<file path="src/rtl/display_page_scheduler_pkg.sv">
// Shared types and helpers for the display page scheduler.
// Holds the scheduler state encoding, page geometry and small index helpers.
package display_page_scheduler_pkg;

    localparam int unsigned NUM_PAGES = 4;
    localparam int unsigned PAGE_W    = 2;

    typedef enum logic [1:0] {
        IDLE     = 2'd0,
        ROTATE   = 2'd1,
        MANUAL   = 2'd2,
        OVERRIDE = 2'd3
    } state_t;

    // Lowest set bit wins, so scanning from the top leaves the lowest index last.
    function automatic logic [PAGE_W-1:0] lowest_set(input logic [NUM_PAGES-1:0] v);
        lowest_set = '0;
        for (int unsigned i = NUM_PAGES; i > 0; i--) begin
            if (v[i-1]) lowest_set = PAGE_W'(i - 1);
        end
    endfunction

    function automatic logic [NUM_PAGES-1:0] one_hot(input logic [PAGE_W-1:0] idx);
        one_hot      = '0;
        one_hot[idx] = 1'b1;
    endfunction

endpackage

</file>
<file path="src/rtl/display_page_scheduler_page_next_finder.sv">
// Finds the next valid page after cur, searching cur+1 .. cur+3 and finally cur itself.
module page_next_finder
    import display_page_scheduler_pkg::*;
(
    input  logic [PAGE_W-1:0]    cur,
    input  logic [NUM_PAGES-1:0] page_valid,
    output logic [PAGE_W-1:0]    next,
    output logic                 any_valid
);

    logic [PAGE_W-1:0] idx;
    logic              found;

    always_comb begin
        next      = cur;
        any_valid = |page_valid;
        idx       = cur;
        found     = 1'b0;
        for (int unsigned k = 1; k <= NUM_PAGES; k++) begin
            idx = PAGE_W'(32'(cur) + k);
            if (!found && page_valid[idx]) begin
                next  = idx;
                found = 1'b1;
            end
        end
    end

endmodule

</file>
<file path="src/rtl/display_page_scheduler.sv">
// Selects the page shown on the multiplexed display: timed rotation, manual
// stepping and fixed-priority override requests with a minimum hold time.
module display_page_scheduler
    import display_page_scheduler_pkg::*;
#(
    parameter int unsigned DWELL_MS = 2000,
    parameter int unsigned HOLD_MS  = 5000
) (
    input  logic                 clk_50mhz,
    input  logic                 rst,
    input  logic                 tick_1khz,
    input  logic                 auto_en,
    input  logic                 btn_next,
    input  logic [NUM_PAGES-1:0] page_valid,
    input  logic [NUM_PAGES-1:0] req,
    output logic [PAGE_W-1:0]    mode,
    output logic [NUM_PAGES-1:0] page_active,
    output logic                 blank,
    output logic                 override
);

    localparam int unsigned CNT_MAX = (DWELL_MS > HOLD_MS) ? DWELL_MS : HOLD_MS;
    localparam int unsigned CNT_W   = $clog2(CNT_MAX + 1);

    state_t            state, state_n, run_state;
    logic [PAGE_W-1:0] mode_n, saved_page, saved_n;
    logic [PAGE_W-1:0] cur_next, saved_next;
    logic              cur_any, saved_any;
    logic              blank_n, override_n;
    logic [CNT_W-1:0]  ms_cnt, ms_n, ms_inc;
    logic              dwell_done;

    page_next_finder u_cur_next (
        .cur        (mode),
        .page_valid (page_valid),
        .next       (cur_next),
        .any_valid  (cur_any)
    );

    page_next_finder u_saved_next (
        .cur        (saved_page),
        .page_valid (page_valid),
        .next       (saved_next),
        .any_valid  (saved_any)
    );

    assign run_state  = auto_en ? ROTATE : MANUAL;
    // Saturating so a long stay in MANUAL or IDLE cannot wrap the counter.
    assign ms_inc     = (tick_1khz && ms_cnt != CNT_W'(CNT_MAX)) ? ms_cnt + 1'b1 : ms_cnt;
    assign dwell_done = tick_1khz && (ms_cnt == CNT_W'(DWELL_MS - 1));

    always_comb begin
        state_n    = state;
        mode_n     = mode;
        saved_n    = saved_page;
        blank_n    = blank;
        override_n = override;
        ms_n       = ms_inc;

        if (req != '0) begin
            // Overrides beat any simultaneous dwell expiry or button press.
            state_n    = OVERRIDE;
            mode_n     = lowest_set(req);
            ms_n       = '0;
            blank_n    = 1'b0;
            override_n = 1'b1;
            if (state != OVERRIDE) saved_n = mode;
        end else begin
            case (state)
                IDLE: begin
                    if (cur_any) begin
                        state_n = run_state;
                        mode_n  = cur_next;
                        blank_n = 1'b0;
                        ms_n    = '0;
                    end
                end
                ROTATE, MANUAL: begin
                    if (!cur_any) begin
                        state_n = IDLE;
                        blank_n = 1'b1;
                        ms_n    = '0;
                    end else if (!page_valid[mode]) begin
                        state_n = run_state;
                        mode_n  = cur_next;
                        ms_n    = '0;
                    end else if (state != run_state) begin
                        state_n = run_state;
                        ms_n    = '0;
                    end else if (btn_next || (state == ROTATE && dwell_done)) begin
                        mode_n = cur_next;
                        ms_n   = '0;
                    end
                end
                OVERRIDE: begin
                    if (ms_cnt == CNT_W'(HOLD_MS)) begin
                        override_n = 1'b0;
                        ms_n       = '0;
                        if (!saved_any) begin
                            state_n = IDLE;
                            blank_n = 1'b1;
                        end else begin
                            state_n = run_state;
                            blank_n = 1'b0;
                            mode_n  = page_valid[saved_page] ? saved_page : saved_next;
                        end
                    end
                end
                default: begin
                    state_n = IDLE;
                end
            endcase
        end
    end

    always_ff @(posedge clk_50mhz or posedge rst) begin
        if (rst) begin
            state       <= IDLE;
            mode        <= '0;
            page_active <= NUM_PAGES'(1);
            blank       <= 1'b1;
            override    <= 1'b0;
            ms_cnt      <= '0;
            saved_page  <= '0;
        end else begin
            state       <= state_n;
            mode        <= mode_n;
            page_active <= one_hot(mode_n);
            blank       <= blank_n;
            override    <= override_n;
            ms_cnt      <= ms_n;
            saved_page  <= saved_n;
        end
    end

endmodule

</file>
<file path="config.mk">
export PLATFORM = sky130hd
export DESIGN_NAME = display_page_scheduler
export DESIGN_NICKNAME = d
export VERILOG_FILES = /design/src/rtl/display_page_scheduler_pkg.sv /design/src/rtl/display_page_scheduler_page_next_finder.sv /design/src/rtl/display_page_scheduler.sv
export SDC_FILE = /design/constraint.sdc
export NUM_CORES = 1
export LEC_CHECK = 0
export CORE_AREA = 5 5 70 79
export CTS_BUF_LIST = sky130_fd_sc_hd__clkbuf_8
export DETAILED_ROUTE_END_ITERATION = 8
export DIE_AREA = 0 0 75 84
export PLACE_DENSITY = 0.58
export SLEW_MARGIN = 5
export SYNTH_ARGS = -nofsm -noshare
export SYNTH_HDL_FRONTEND = slang
export SYNTH_HIERARCHICAL = 1
export SYNTH_SLANG_ARGS = --single-unit
</file>
<file path="constraint.sdc">
create_clock -name clk_50mhz -period 4.51 [get_ports clk_50mhz]
set_input_delay 0.902 -clock clk_50mhz [delete_from_list [all_inputs] [get_ports clk_50mhz]]
set_output_delay 0.902 -clock clk_50mhz [all_outputs]
set_load 0.01 [all_outputs]
</file>
==> metrics.md, run 1 <==
| Metric | Value |
|---|---|
| Cell with the largest stage delay on the worst path | `sky130_fd_sc_hd__clkdlybuf4s50_1` |
| Launching element of the worst setup path | `page_valid[3]` |
| Detail Placement HPWL | `2.84 mm` |
| Number of fill cells | `491` |
| Number of enable-type register cells in the synthesized netlist | `0` |
| Cts repair resizes | `0` |
| Length of the first detailed-routing pass in iterations | `4` |
| Ratio of total power to cell area | `211 nW/um^2` |
| Worst-path maximum fanout | `11` |
| Ys async rst share | `100%` |
| Post-DR vias/cell | `5.19` |
| Arrival time of data at the critical path endpoint | `3.30 ns` |
| Worst stage delay on the critical path | `0.71 ns` |
| Post-route setup slack | `1.41 ns` |
| Buffers inserted by post-CTS timing repair | `0` |
| Count of maximum capacitance violations | `0` |
| Final Hold Slack | `0.494 ns` |
| Sw frac | `25.9%` |
| Max-Slew Margin vs Limit | `37.7%` |
| FF-to-FF setup slack | `2.12 ns` |
| Kind of critical path | `in2reg` |
| Number of diodes added for antenna fixing | `0` |
| Run status | `complete, no violations` |
| Path type of the worst min-delay path | `reg2reg` |
| Capture point of the critical path | `page_active[2]` |
| Path length in cells of the critical path | `8` |
| Overflow left after global routing | `0` |
| Sort of element at the end of the critical path | `flop` |
| VDD IR max | `0.000122 V` |
| Total via count in the routed design | `1433` |
| TritonCTS clock tree | `built` |
| Number of synthesized register bits | `25` |
| Comb pwr share | `14.9%` |
| Share of total power in the clock network | `31.1%` |
| Initial core utilization | `37.4%` |
| Clk_skew | `0.00522 ns` |
| Cell area after synthesis | `1780 um^2` |
| Max Transition Viols Final | `0` |
| Number of global-route vias before repair | `1448` |
| Critical Path RT | `4.72 ns` |
| DRC marker count from the first detailed-route iteration | `76` |
| Reg-to-reg startpoint | `mode[1]` |
| Core ar. | `4760 um^2` |
| Tmin final | `3.10 ns` |
| Die Area | `6300 um^2` |
| Overall routing resource usage | `13.2%` |
| Max Clock Freq | `0.323 GHz` |
| Final sum of negative setup slack | `0 ns` |
| NetSw | `112 uW` |
| Worst path top cell family by delay | `compound AO/OA/AOI/OAI gates` |
| Antenna Violating Nets Remaining | `0` |
| Average cell area after synthesis | `8.96 um^2` |
| Final setup violation count | `0` |
| Sink Count | `25` |
| Series of cell instances along the critical path | `clkdlybuf4s50_1 -> a31oi_1 -> a21oi_1 -> mux2i_1 -> a311o_1 -> a2111o_1 -> o211ai_1 -> nor2b_1` |
| Antenna violations before repair | `0` |
| Clock-pin slew of the registers on the worst-case setup and hold paths | `0.09 ns` |
| R2R cell count | `8` |
| Post-detailed-route wirelength per cell | `13.7 um` |
| DIE HEIGHT | `84 um` |
| Share of the yosys chip area belonging to registers | `35.2%` |
| Chip width | `75 um` |
| Clk buf depth | `2` |
| Ratio of cells with drive above 1 in the final layout | `11.5%` |
| Unrepaired setup endpoints after global routing | `false` |
| Global-route wire length before repair | `6.62 mm` |
| Final cell count without fillers | `276` |
| Most common flop cell mapped by yosys | `sky130_fd_sc_hd__dfrtp_1` |
| Quantity of I/O buffers inserted on ports | `20` |
| GP Congestion | `0.832` |
| # rows | `27` |
| Fin crit share | `68.7%` |
| Number of remaining DRC errors | `0` |
| Clock latency reported for the late side of the worst-skew pair | `0.27 ns` |
| Area overhead of the layout relative to synthesis | `15.1%` |
| Number of nets at the end of the flow | `238` |
| Yosys warning total | `6` |
| Syn Inst Count | `199` |
| Proportion of power drawn by flip-flops and latches | `53.9%` |
| Count of H-tree levels built during CTS | `1` |
| Most frequent cells in the layout | `29 x sky130_fd_sc_hd__nand2_1, 23 x sky130_fd_sc_hd__dfrtp_1, 20 x sky130_fd_sc_hd__clkdlybuf4s50_1, 18 x sky130_fd_sc_hd__nor2_1, 14 x sky130_fd_sc_hd__inv_1` |
| Number of library cell types mapped by synthesis | `50` |
| Worst setup timing slack at the placement stage | `1.13 ns` |
| Count of endpoints failing hold in the final timing report | `0` |
| P_int | `321 uW` |
| Worst-Margin Slew | `0.934 ns` |
| Worst setup SP type | `primary input` |
| Total instance count after detailed placement | `272` |
| I/O pin cnt | `21` |
| Worst reg2reg path endpoint | `page_active[2]` |
| Total Routed Length | `3.78 mm` |
| Critical path buffers and inverters | `1` |
| Most common library cell in the layout ignoring fill and taps | `sky130_fd_sc_hd__nand2_1` |
| Pin count of the biggest net entering global routing | `26` |
| Number of clock buffers inserted by TritonCTS | `3` |
| Reported leakage power | `0.860 nW` |
| Number of buffers inserted by hold repair at cts | `0` |
| Post-Syn Nets | `218` |
| Clock Tree Root | `sky130_fd_sc_hd__clkbuf_8` |
[synth_stat cells, drive strengths merged, types with 2 or more instances]
| cell type | count | area, um^2 |
|---|---|---|
| nor2b | 4 | 25.0 |
| o311ai | 2 | 17.5 |
| a211oi | 3 | 22.5 |
| inv | 14 | 52.6 |
| and4 | 2 | 18.8 |
| buf | 5 | 52.6 |
| mux2 | 4 | 45.0 |
| xor2 | 8 | 70.1 |
| o21ai | 2 | 10.0 |
| nand2 | 29 | 109 |
| a31oi | 2 | 12.5 |
| and4b | 2 | 20.0 |
| dfstp | 2 | 52.6 |
| ha | 6 | 75.1 |
| nor3 | 3 | 20.0 |
| a21oi | 8 | 40.0 |
| and3 | 4 | 25.0 |
| xnor2 | 4 | 35.0 |
| mux2i | 9 | 90.1 |
| nand3 | 6 | 35.0 |
| o211ai | 3 | 22.5 |
| nor4 | 2 | 27.5 |
| nor2 | 28 | 130 |
| dfrtp | 23 | 576 |
| nand2b | 3 | 18.8 |
| nand4 | 4 | 31.3 |
| a32oi | 2 | 17.5 |
[stage by stage]
step | util (%) | area [um^2] | power (mW)
2_1_floorplan | - | 1780 | 0.273
3_3_place_gp | 42.1 | 2000 | 0.303
3_5_place_dp | 42.1 | 2000 | 0.304
4_1_cts | 43.1 | 2050 | 0.443
5_1_grt | 43.1 | 2050 | 0.462
6_report | 43.1 | 2050 | 0.434
[routing by layer]
layer	up-vias	part of all wire [%]	track usage [%]
met5	-	0	0
met4	0	0.74	3.40
met3	4	3.7	1.93
met2	18	52	22.3
met1	672	44	17.2
li1	739	-	-
[power by group through the flow]
| stage | logic (mW) | clock network (mW) | registers [mW] |
|---|---|---|---|
| 4_1_cts | 0.0656 | 0.143 | 0.234 |
| 3_3_place_gp | 0.0648 | 0 | 0.238 |
| 6_report | 0.0647 | 0.135 | 0.234 |
| 2_1_floorplan | 0.0347 | 0 | 0.238 |
| 5_1_grt | 0.0725 | 0.154 | 0.235 |
| 3_5_place_dp | 0.0653 | 0 | 0.238 |
[registers in the layout, summed over array words and instances (netlist names)]
signal	cells
state	2
blank	1
page_active	4
ms_cnt	13
saved_page	2
mode	2
override	1
[tightest hold or removal path, stage by stage (launching register included)]
cell and delay (ns):
sky130_fd_sc_hd__dfstp_2 0.38, sky130_fd_sc_hd__nand2_1 0.04, sky130_fd_sc_hd__a21boi_0 0.08
[worst min-delay path by stage]
stage | startpoint | end | cells past startpoint
final | blank | blank | 2
after global routing | blank | blank | 2
after detailed placement | blank | blank | 2
after CTS | blank | blank | 2
after floorplan | blank | blank | 2
after global placement | blank | blank | 2
[layout make-up]
cell class | count | area (um^2) | share of cell area [%]
Clock inverter | 1 | 7.51 | 0.366
Inverter | 14 | 52.6 | 2.56
Clock buffer | 3 | 41.3 | 2.01
Timing Repair Buffer | 20 | 200 | 9.76
Multi-Input combinational cell | 155 | 1050 | 51.2
Sequential cell | 25 | 628 | 30.6
Tap cell | 58 | 72.6 | 3.54
[kinds of logic after synthesis]
logic type	Yosys count	share of synthesized area (%)
compound gates	32	13.1
xor+xnor	12	5.89
fa+ha+maj	6	4.21
buf+inv	19	5.89
flops	25	35.2
mux	13	7.58
simple gates	92	28.1
(Power assumes the default switching activity.)
==> run 2: changes to the inputs <==
--- a/config.mk
+++ b/config.mk
@@ -9,7 +9,7 @@
 export CTS_BUF_LIST = sky130_fd_sc_hd__clkbuf_8
 export DETAILED_ROUTE_END_ITERATION = 8
 export DIE_AREA = 0 0 75 84
-export PLACE_DENSITY = 0.58
+export PLACE_DENSITY = 0.6
 export SLEW_MARGIN = 5
 export SYNTH_ARGS = -nofsm -noshare
 export SYNTH_HDL_FRONTEND = slang
==> constraint.sdc (replaced) <==
create_clock -name clk_50mhz -period 2.6 [get_ports clk_50mhz]
set_input_delay 0.52 -clock clk_50mhz [delete_from_list [all_inputs] [get_ports clk_50mhz]]
set_output_delay 0.52 -clock clk_50mhz [all_outputs]
set_load 0.01 [all_outputs]
==> run 2 against run 1 <==
  * Clock skew rose by 0.0070 ns
  * Count of clock-buffer cells in the layout did not move
  * Core utilization up 3.1 points
==> metrics.md, run 2 (synthesis gave the netlist of run 1 again) <==
| Metric | Value |
|---|---|
| Count of maximum capacitance violations | `0` |
| Clock latency reported for the late side of the worst-skew pair | `0.27 ns` |
| Antenna Violating Nets Remaining | `0` |
| Overall routing resource usage | `13.6%` |
| Chip width | `75 um` |
| Run status | `complete, no violations` |
| Count of endpoints failing hold in the final timing report | `0` |
| Final setup violation count | `0` |
| Number of remaining DRC errors | `0` |
| Most common library cell in the layout ignoring fill and taps | `sky130_fd_sc_hd__nand2_1` |
| Clk_skew | `0.0122 ns` |
| Initial core utilization | `37.4%` |
| Layout Utilization | `46.2%` |
| Clock Tree Root | `sky130_fd_sc_hd__clkbuf_8` |
| Kind of critical path | `reg2reg` |
| Clock-pin slew of the registers on the worst-case setup and hold paths | `0.09 ns` |
| Largest register by flop count | `ms_cnt` |
| DIE HEIGHT | `84 um` |
| Max Transition Viols Final | `0` |
| Tmin final | `2.28 ns` |
| Worst-Margin Slew | `0.429 ns` |
| Area of the multi-input gates | `1060 um^2` |
| Pin count of the biggest net entering global routing | `26` |
| Number of buffers inserted by hold repair at cts | `0` |
| Number of nets at the end of the flow | `254` |
| Critical Path RT | `2.81 ns` |
| Total via count in the routed design | `1521` |
| Number of global-route vias before repair | `1550` |
| Share of total power in the clock network | `30.2%` |
| Global-route wire length before repair | `6.95 mm` |
| Proportion of power drawn by flip-flops and latches | `53.0%` |
| Final cell count without fillers | `292` |
| Clk buf depth | `2` |
| DRC marker count from the first detailed-route iteration | `54` |
| Area overhead of the layout relative to synthesis | `23.4%` |
| Final sum of negative setup slack | `0 ns` |
| Number of clock buffers inserted by TritonCTS | `3` |
| Post-DR vias/cell | `5.21` |
| Reported leakage power | `0.977 nW` |
| Largest registers | `ms_cnt: 13 flops, page_active: 4 flops` |
| Worst setup SP type | `flop` |
| Most frequent cells in the layout | `29 x sky130_fd_sc_hd__nand2_1, 23 x sky130_fd_sc_hd__dfrtp_1, 18 x sky130_fd_sc_hd__nor2_1, 16 x sky130_fd_sc_hd__clkdlybuf4s50_1, 15 x sky130_fd_sc_hd__buf_4` |
| Fin crit share | `87.7%` |
| P_int | `570 uW` |
| TritonCTS clock tree | `built` |
| Post-detailed-route wirelength per cell | `13.3 um` |
| Sw frac | `25.5%` |
| Comb pwr share | `16.8%` |
| Core ar. | `4760 um^2` |
| Final Hold Slack | `0.489 ns` |
| Antenna violations before repair | `0` |
| Sink Count | `25` |
| Total instance count after detailed placement | `287` |
| Max-Slew Margin vs Limit | `71.2%` |
| Seq. cell area | `628 um^2` |
| Quantity of I/O buffers inserted on ports | `20` |
| Worst-path maximum fanout | `12` |
| Post-route total power | `765 uW` |
| Max Clock Freq | `0.438 GHz` |
| Ratio of total power to cell area | `348 nW/um^2` |
| Number of diodes added for antenna fixing | `0` |
| Arrival time of data at the critical path endpoint | `2.49 ns` |
| Die Area | `6300 um^2` |
| Total Routed Length | `3.88 mm` |
| Count of H-tree levels built during CTS | `1` |
| VDD IR max | `0.000240 V` |
| Flip-flop count of the largest register after layout | `13` |
| Detail Placement HPWL | `2.99 mm` |
| Ratio of cells with drive above 1 in the final layout | `17.9%` |
| Path type of the worst min-delay path | `reg2reg` |
| NetSw | `196 uW` |
| Overflow left after global routing | `0` |
| Number of fill cells | `471` |
| # rows | `27` |
| GP Congestion | `0.844` |
| Length of the first detailed-routing pass in iterations | `4` |
| I/O pin cnt | `21` |
| Unrepaired setup endpoints after global routing | `false` |
| Sort of element at the end of the critical path | `flop` |
[run 2: layout make-up]
cell class,count,area share [%]
Clock buffer,3,1.88
Clock inverter,1,0.341
Inverter,14,2.39
Multi-Input combinational cell,155,48.0
Sequential cell,25,28.5
Tap cell,58,3.30
Timing Repair Buffer,36,15.6
[run 2: per-stage QoR]
stage	setup WS, ns	cell area [um^2]
after detailed placement	-0.185	2130
after global routing	0.158	2200
final	0.319	2200
after CTS	0.0954	2180
after global placement	-0.133	2130
after floorplan	0.487	1780
[run 2: metal layers]
| layer | track usage, % | part of all wire, % | vias to the layer above | wire length [um] |
|---|---|---|---|---|
| li1 | - | - | 763 | - |
| met1 | 17.8 | 45 | 718 | 1740 |
| met2 | 22.4 | 50 | 34 | 1920 |
| met3 | 1.69 | 3.9 | 6 | 151 |
| met4 | 4.69 | 1.7 | 0 | 67 |
| met5 | 0 | 0 | - | 0 |
[run 2: repair_timing]
action | 4_1_cts | 5_1_grt
endpoints found under the setup margin | 0 | 4
resized for setup | 0 | 6
setup buffers | 0 | 1
[run 2: critical path, stage by stage (launching register included)]
cell                       delay [ns]
sky130_fd_sc_hd__dfrtp_1         0.51
sky130_fd_sc_hd__a21oi_1         0.19
sky130_fd_sc_hd__a31oi_1         0.05
sky130_fd_sc_hd__a21oi_1         0.20
sky130_fd_sc_hd__mux2i_1         0.10
sky130_fd_sc_hd__a311o_1         0.39
sky130_fd_sc_hd__a2111o_1        0.39
sky130_fd_sc_hd__o211ai_1        0.11
sky130_fd_sc_hd__buf_4           0.16
sky130_fd_sc_hd__nor2b_1         0.12
[run 2: worst paths after layout]
check | start | endpoint | slack, ns | depth (start not counted)
min in group asynchronous | rst | page_active[1] | 0.59 | 3
min | blank | blank | 0.49 | 2
max in group asynchronous | rst | blank | 1.70 | 3
min reg2reg | blank | blank | 0.49 | 2
max | mode[1] | page_active[2] | 0.32 | 9
max reg2reg | mode[1] | page_active[2] | 0.32 | 9
[run 2: power by group through the flow]
stage / clock (mW) / combinational, mW / sequential, mW
floorplan: 0 / 0.0602 / 0.413
global placement: 0 / 0.127 / 0.414
detailed placement: 0 / 0.127 / 0.413
CTS: 0.241 / 0.128 / 0.405
global route: 0.269 / 0.142 / 0.407
finish: 0.231 / 0.129 / 0.405
==> edit 1, RTL diff (settings of run 2) <==
Make the reset (`rst`) synchronous in one clocked block.
--- a/src/rtl/display_page_scheduler.sv
+++ b/src/rtl/display_page_scheduler.sv
@@ -115,3 +115,3 @@
 
-    always_ff @(posedge clk_50mhz or posedge rst) begin
+    always_ff @(posedge clk_50mhz) begin
         if (rst) begin
Formal check against the unedited RTL: differs if rst is asserted again (counterexample within 4 cycles, from zero or initial values and one cycle with rst high); with rst held inactive, the same outputs for 10 cycles.
==> edit 1 against run 2 <==
  * Sequential share of layout area down 4.7 points
  * Design area fell by 4.8%
  * Clock skew shrank 0.0074 ns
  * Core utilization shrank 2.2 points
  * Largest cell class unchanged
  * Area after synthesis down 6.0%
  * Total power is 6.0% higher
  * Worst setup slack worse by 0.12 ns
  * Sequential cell count stayed put
  * Routed wire length increased by 3.3%
==> edit 1: results <==
group,metric,value,unit
global_routing,groute.usage.overall,13.5,%
timing,skew,0.00488,ns
final_layout,drive_above_1_share,14.2,%
synth,synth_nets,230,
critical_path,slowest_stage,"clkdlybuf4s50_1",
synth,yosysSeqAreaShare,29.9,%
critical_path,cpPeakStageDelay,0.48,ns
synth,synth_area_leaders,"dfxtp_1 30%, nor2_1 6.9%, nand2_1 5.6%",
route,viasPerCell,5.25,
critical_path,ff2ff_setup_slack,0.35,ns
synth,synth_most_common_cell,"nor2_1",
route,firstDrtPassIters,4,
global_routing,first_global_vias,1509,
final_layout,nets,266,
power,net-switching-power,224,uW
critical_path,worst_ep_arrival_time,2.56,ns
clock_tree,cts.clk_slew.worst_paths,0.09,ns
placed_design,place_inst,300,
placed_design,portBuffers,20,
min_path,hp-class,"reg -> reg",
final_layout,reg_top3,"ms_cnt (13), page_active (4)",
critical_path,rr_worst_depth,6,
synth,ys.warnings.count,6,
min_path,whs_endpoint,"override",
global_routing,grt_pass1_wl,6830,um
synth,syn_avg_cell_area,7.94,sq um
clock_tree,cts_resized,0,
critical_path,critPathMaxFanout,4,
global_routing,antenna_found_initial,0,
min_path,min_from,"override",
critical_path,reg2reg_from,"ms_cnt[7]",
final_layout,fillers,501,
synth,synthTopCellsByCount,"31 x nor2_1, 25 x dfxtp_1, 25 x nand2_1",
route,vias,1596,
route,drt_iter0_markers,68,
placed_design,hpwl,3110,um
placed_design,gp_congestion,0.867,
critical_path,r2r-end,"page_active[0]",
timing,holdWs,0.480,ns
min_path,whs_path_depth,2,
timing,worstMarginPinSlew,0.435,ns
power,total_leakage_power,0.000765,uW
critical_path,cp_top_family,"simple AND/OR/NAND/NOR gates",
clock_tree,cts_root_buf,"clkbuf_8",
power,ir_worst_vdd,0.183,mV
clock_tree,clk_latency,0.27,ns
status,run_status,"completed",
synth,async_reset_ff_share,0,%
route,drt_wl_total,4000,um
global_routing,grt_start_max_net_pins,15,
placed_design,dpl_cell_area,2050,sq um
synth,synth_cell_type_count,52,
edit 1: cell families after synthesis:
kind of cell	share of synthesized area, %
fa+ha+maj	4.48
buf+inv	4.03
xor+xnor	6.27
flops	29.9
simple gates	30.4
mux	5.60
compound gates	19.3
edit 1: layer usage:
layer / wire (um) / GRT usage [%]
met1: 1730 / 16.6
met2: 1970 / 22.8
met3: 202 / 1.81
met4: 97 / 5.50
met5: 0 / 0
edit 1: how the worst max path moves through the flow:
stage | startpoint | endpoint | depth (start not counted)
after floorplan | page_valid[0] | page_active[0] | 8
after global placement | tick_1khz | page_active[1] | 7
after detailed placement | page_valid[0] | page_active[3] | 10
after CTS | page_valid[0] | page_active[3] | 10
after global routing | page_valid[0] | page_active[3] | 10
final | page_valid[0] | page_active[3] | 10
edit 1: tightest hold or removal path: stages (launching register included):
cell and delay [ns]:
dfxtp_1 0.32, o21ai_0 0.06, a21oi_1 0.06
edit 1: power groups by stage:
stage	Clock (uW)	Combinational (uW)	Sequential [uW]
after floorplan	0	95.5	414
after global placement	0	177	411
after detailed placement	0	177	412
after CTS	238	178	403
after global routing	256	196	404
final	231	177	403
edit 1: final cells by class:
| class | count | area (sq um) | area share (%) |
|---|---|---|---|
| repair buffers | 37 | 328 | 15.6 |
| multi-input cells | 169 | 1110 | 52.8 |
| clock buffers | 3 | 41.3 | 1.97 |
| well taps | 58 | 72.6 | 3.46 |
| inverters | 11 | 41.3 | 1.97 |
| clock inverters | 1 | 5.00 | 0.239 |
| flip-flops and latches | 25 | 500 | 23.9 |
edit 1: metrics by stage:
step	TNS, ns	setup slack (ns)
after floorplan	0	0.539
after global placement	-0.208	-0.0597
after detailed placement	-0.218	-0.0810
after CTS	0	0.203
after global routing	0	0.0227
final	0	0.199
==> edit 2, RTL diff (config.mk and constraints of run 2) <==
Made on the original files. Set the parameter `HOLD_MS` to 10000 (it was 5000).
--- a/src/rtl/display_page_scheduler.sv
+++ b/src/rtl/display_page_scheduler.sv
@@ -6,3 +6,3 @@
     parameter int unsigned DWELL_MS = 2000,
-    parameter int unsigned HOLD_MS  = 5000
+    parameter int unsigned HOLD_MS  = 10000
 ) (
Function: no difference found for any inputs over 10 cycles, from zero or initial values and one cycle with rst high; that may be too few to reach the edited logic, so the function may still have changed.
==> edit 2 against run 2 <==
  * Global-route usage rose by 1.2 points
  * Design area rose by 7.6%
  * Clock power fell by 2%
  * Sequential cell count rose by 1
  * Total power rose by 3.5%
  * Combinational power rose by 12%
  * Sequential power rose by 4%
  * Core utilization rose by 3.5 points
  * Area after synthesis rose by 2.2%
  * First-iteration DRC count rose by 5.6%
  * Routed wire length rose by 15%
  * Worst setup slack got worse by 0.22 ns
  * Critical path type is now in -> reg
  * Largest power group unchanged
==> edit 2: results <==
group,metric,value,unit
status,run_status,"completed",
critical_path,reg2reg_from,"ms_cnt[0]",
power,ir_worst_vdd,0.220,mV
critical_path,slowest_stage,"or4_4",
synth,synth_cell_type_count,47,
critical_path,crit_start,"page_valid[2]",
min_path,whs_endpoint,"override",
critical_path,worst_ep_arrival_time,2.67,ns
final_layout,clkCellAreaFrac,1.74,%
synth,synth_area_leaders,"dfrtp_1 33%, nor2_1 5.8%, mux2i_1 4.9%",
synth,yosysSeqAreaShare,35.8,%
timing,holdWs,0.541,ns
route,vias,1613,
final_layout,nMultiInputCombCells,156,
final_layout,largest_reg_flops,14,
clock_tree,clk_latency,0.27,ns
floorplan,die_w,75,um
final_layout,bufAreaShareNonClock,17.0,%
clock_tree,cts.clk_slew.worst_paths,0.09,ns
synth,synth_nets,223,
placed_design,dpl_cell_area,2250,sq um
route,wl_per_cell,14.5,um
final_layout,buffers,47,
route,drt_iter0_markers,57,
final_layout,nets,269,
min_path,min_from,"override",
final_layout,inv_count,16,
placed_design,gp_congestion,0.792,
global_routing,grt_start_max_net_pins,17,
critical_path,rr_worst_depth,8,
synth,synth_top_flop_cell,"dfrtp_1",
synth,synthAdderAreaFrac,4.12,%
global_routing,groute.usage.overall,14.8,%
final_layout,multi_input_area,1140,sq um
final_layout,seq_cells,26,
final_layout,final_cells,306,
placed_design,hpwl,3280,um
power,total_leakage_power,0.000992,uW
critical_path,cp_top_family,"simple AND/OR/NAND/NOR gates",
final_layout,fin_area,2370,sq um
synth,synthTopCellsByCount,"28 x nor2_1, 24 x dfrtp_1, 21 x nand2_1",
final_layout,seq_share,27.6,%
placed_design,place_inst,300,
synth,synth_xor_area_share,6.25,%
timing,skew,0.00506,ns
critical_path,worstSetupEndpoint,"page_active[1]",
final_layout,fillers,459,
global_routing,grt_pass1_wl,7290,um
timing,worstMarginPinSlew,0.586,ns
final_layout,reg_top3,"ms_cnt (14), page_active (4)",
synth,synth_compound_area_share,12.4,%
critical_path,critPathMaxFanout,5,
synth,syn_avg_cell_area,8.94,sq um
final_layout,drive_above_1_share,20.6,%
timing,finalCritPeriodShare,96.3,%
placed_design,dp_slack,-0.202,ns
-- edit 2: cell types whose count changed in the layout (fill, tap and decap cells not counted), sizes merged, moves of 3 or more --
cell | before | now
a211oi | 3 | 0
a221oi | 0 | 4
buf | 16 | 27
clkdlybuf4s50 | 16 | 20
dlymetal6s2s | 4 | 0
nand2 | 29 | 21
nand3b | 0 | 3
xnor2 | 4 | 7
-- edit 2: power breakdown --
part           internal (uW)  switching (uW)  total (uW)
registers                411            9.50         421
logic                   77.1            66.9         144
clock network            104             123         227
total                    592             199         792
-- edit 2: per-layer routing --
layer | track usage, % | wire length (um) | up-vias
met5 | 0 | 0 | -
met4 | 5.50 | 89 | 0
met3 | 1.81 | 121 | 9
met2 | 23.6 | 2240 | 26
met1 | 19.9 | 2000 | 765
li1 | - | - | 813
-- edit 2: timing repair --
| action | 4_1_cts | 5_1_grt |
|---|---|---|
| gates resized for setup | 0 | 9 |
| setup buffers | 0 | 3 |
| setup endpoints to repair | 0 | 20 |
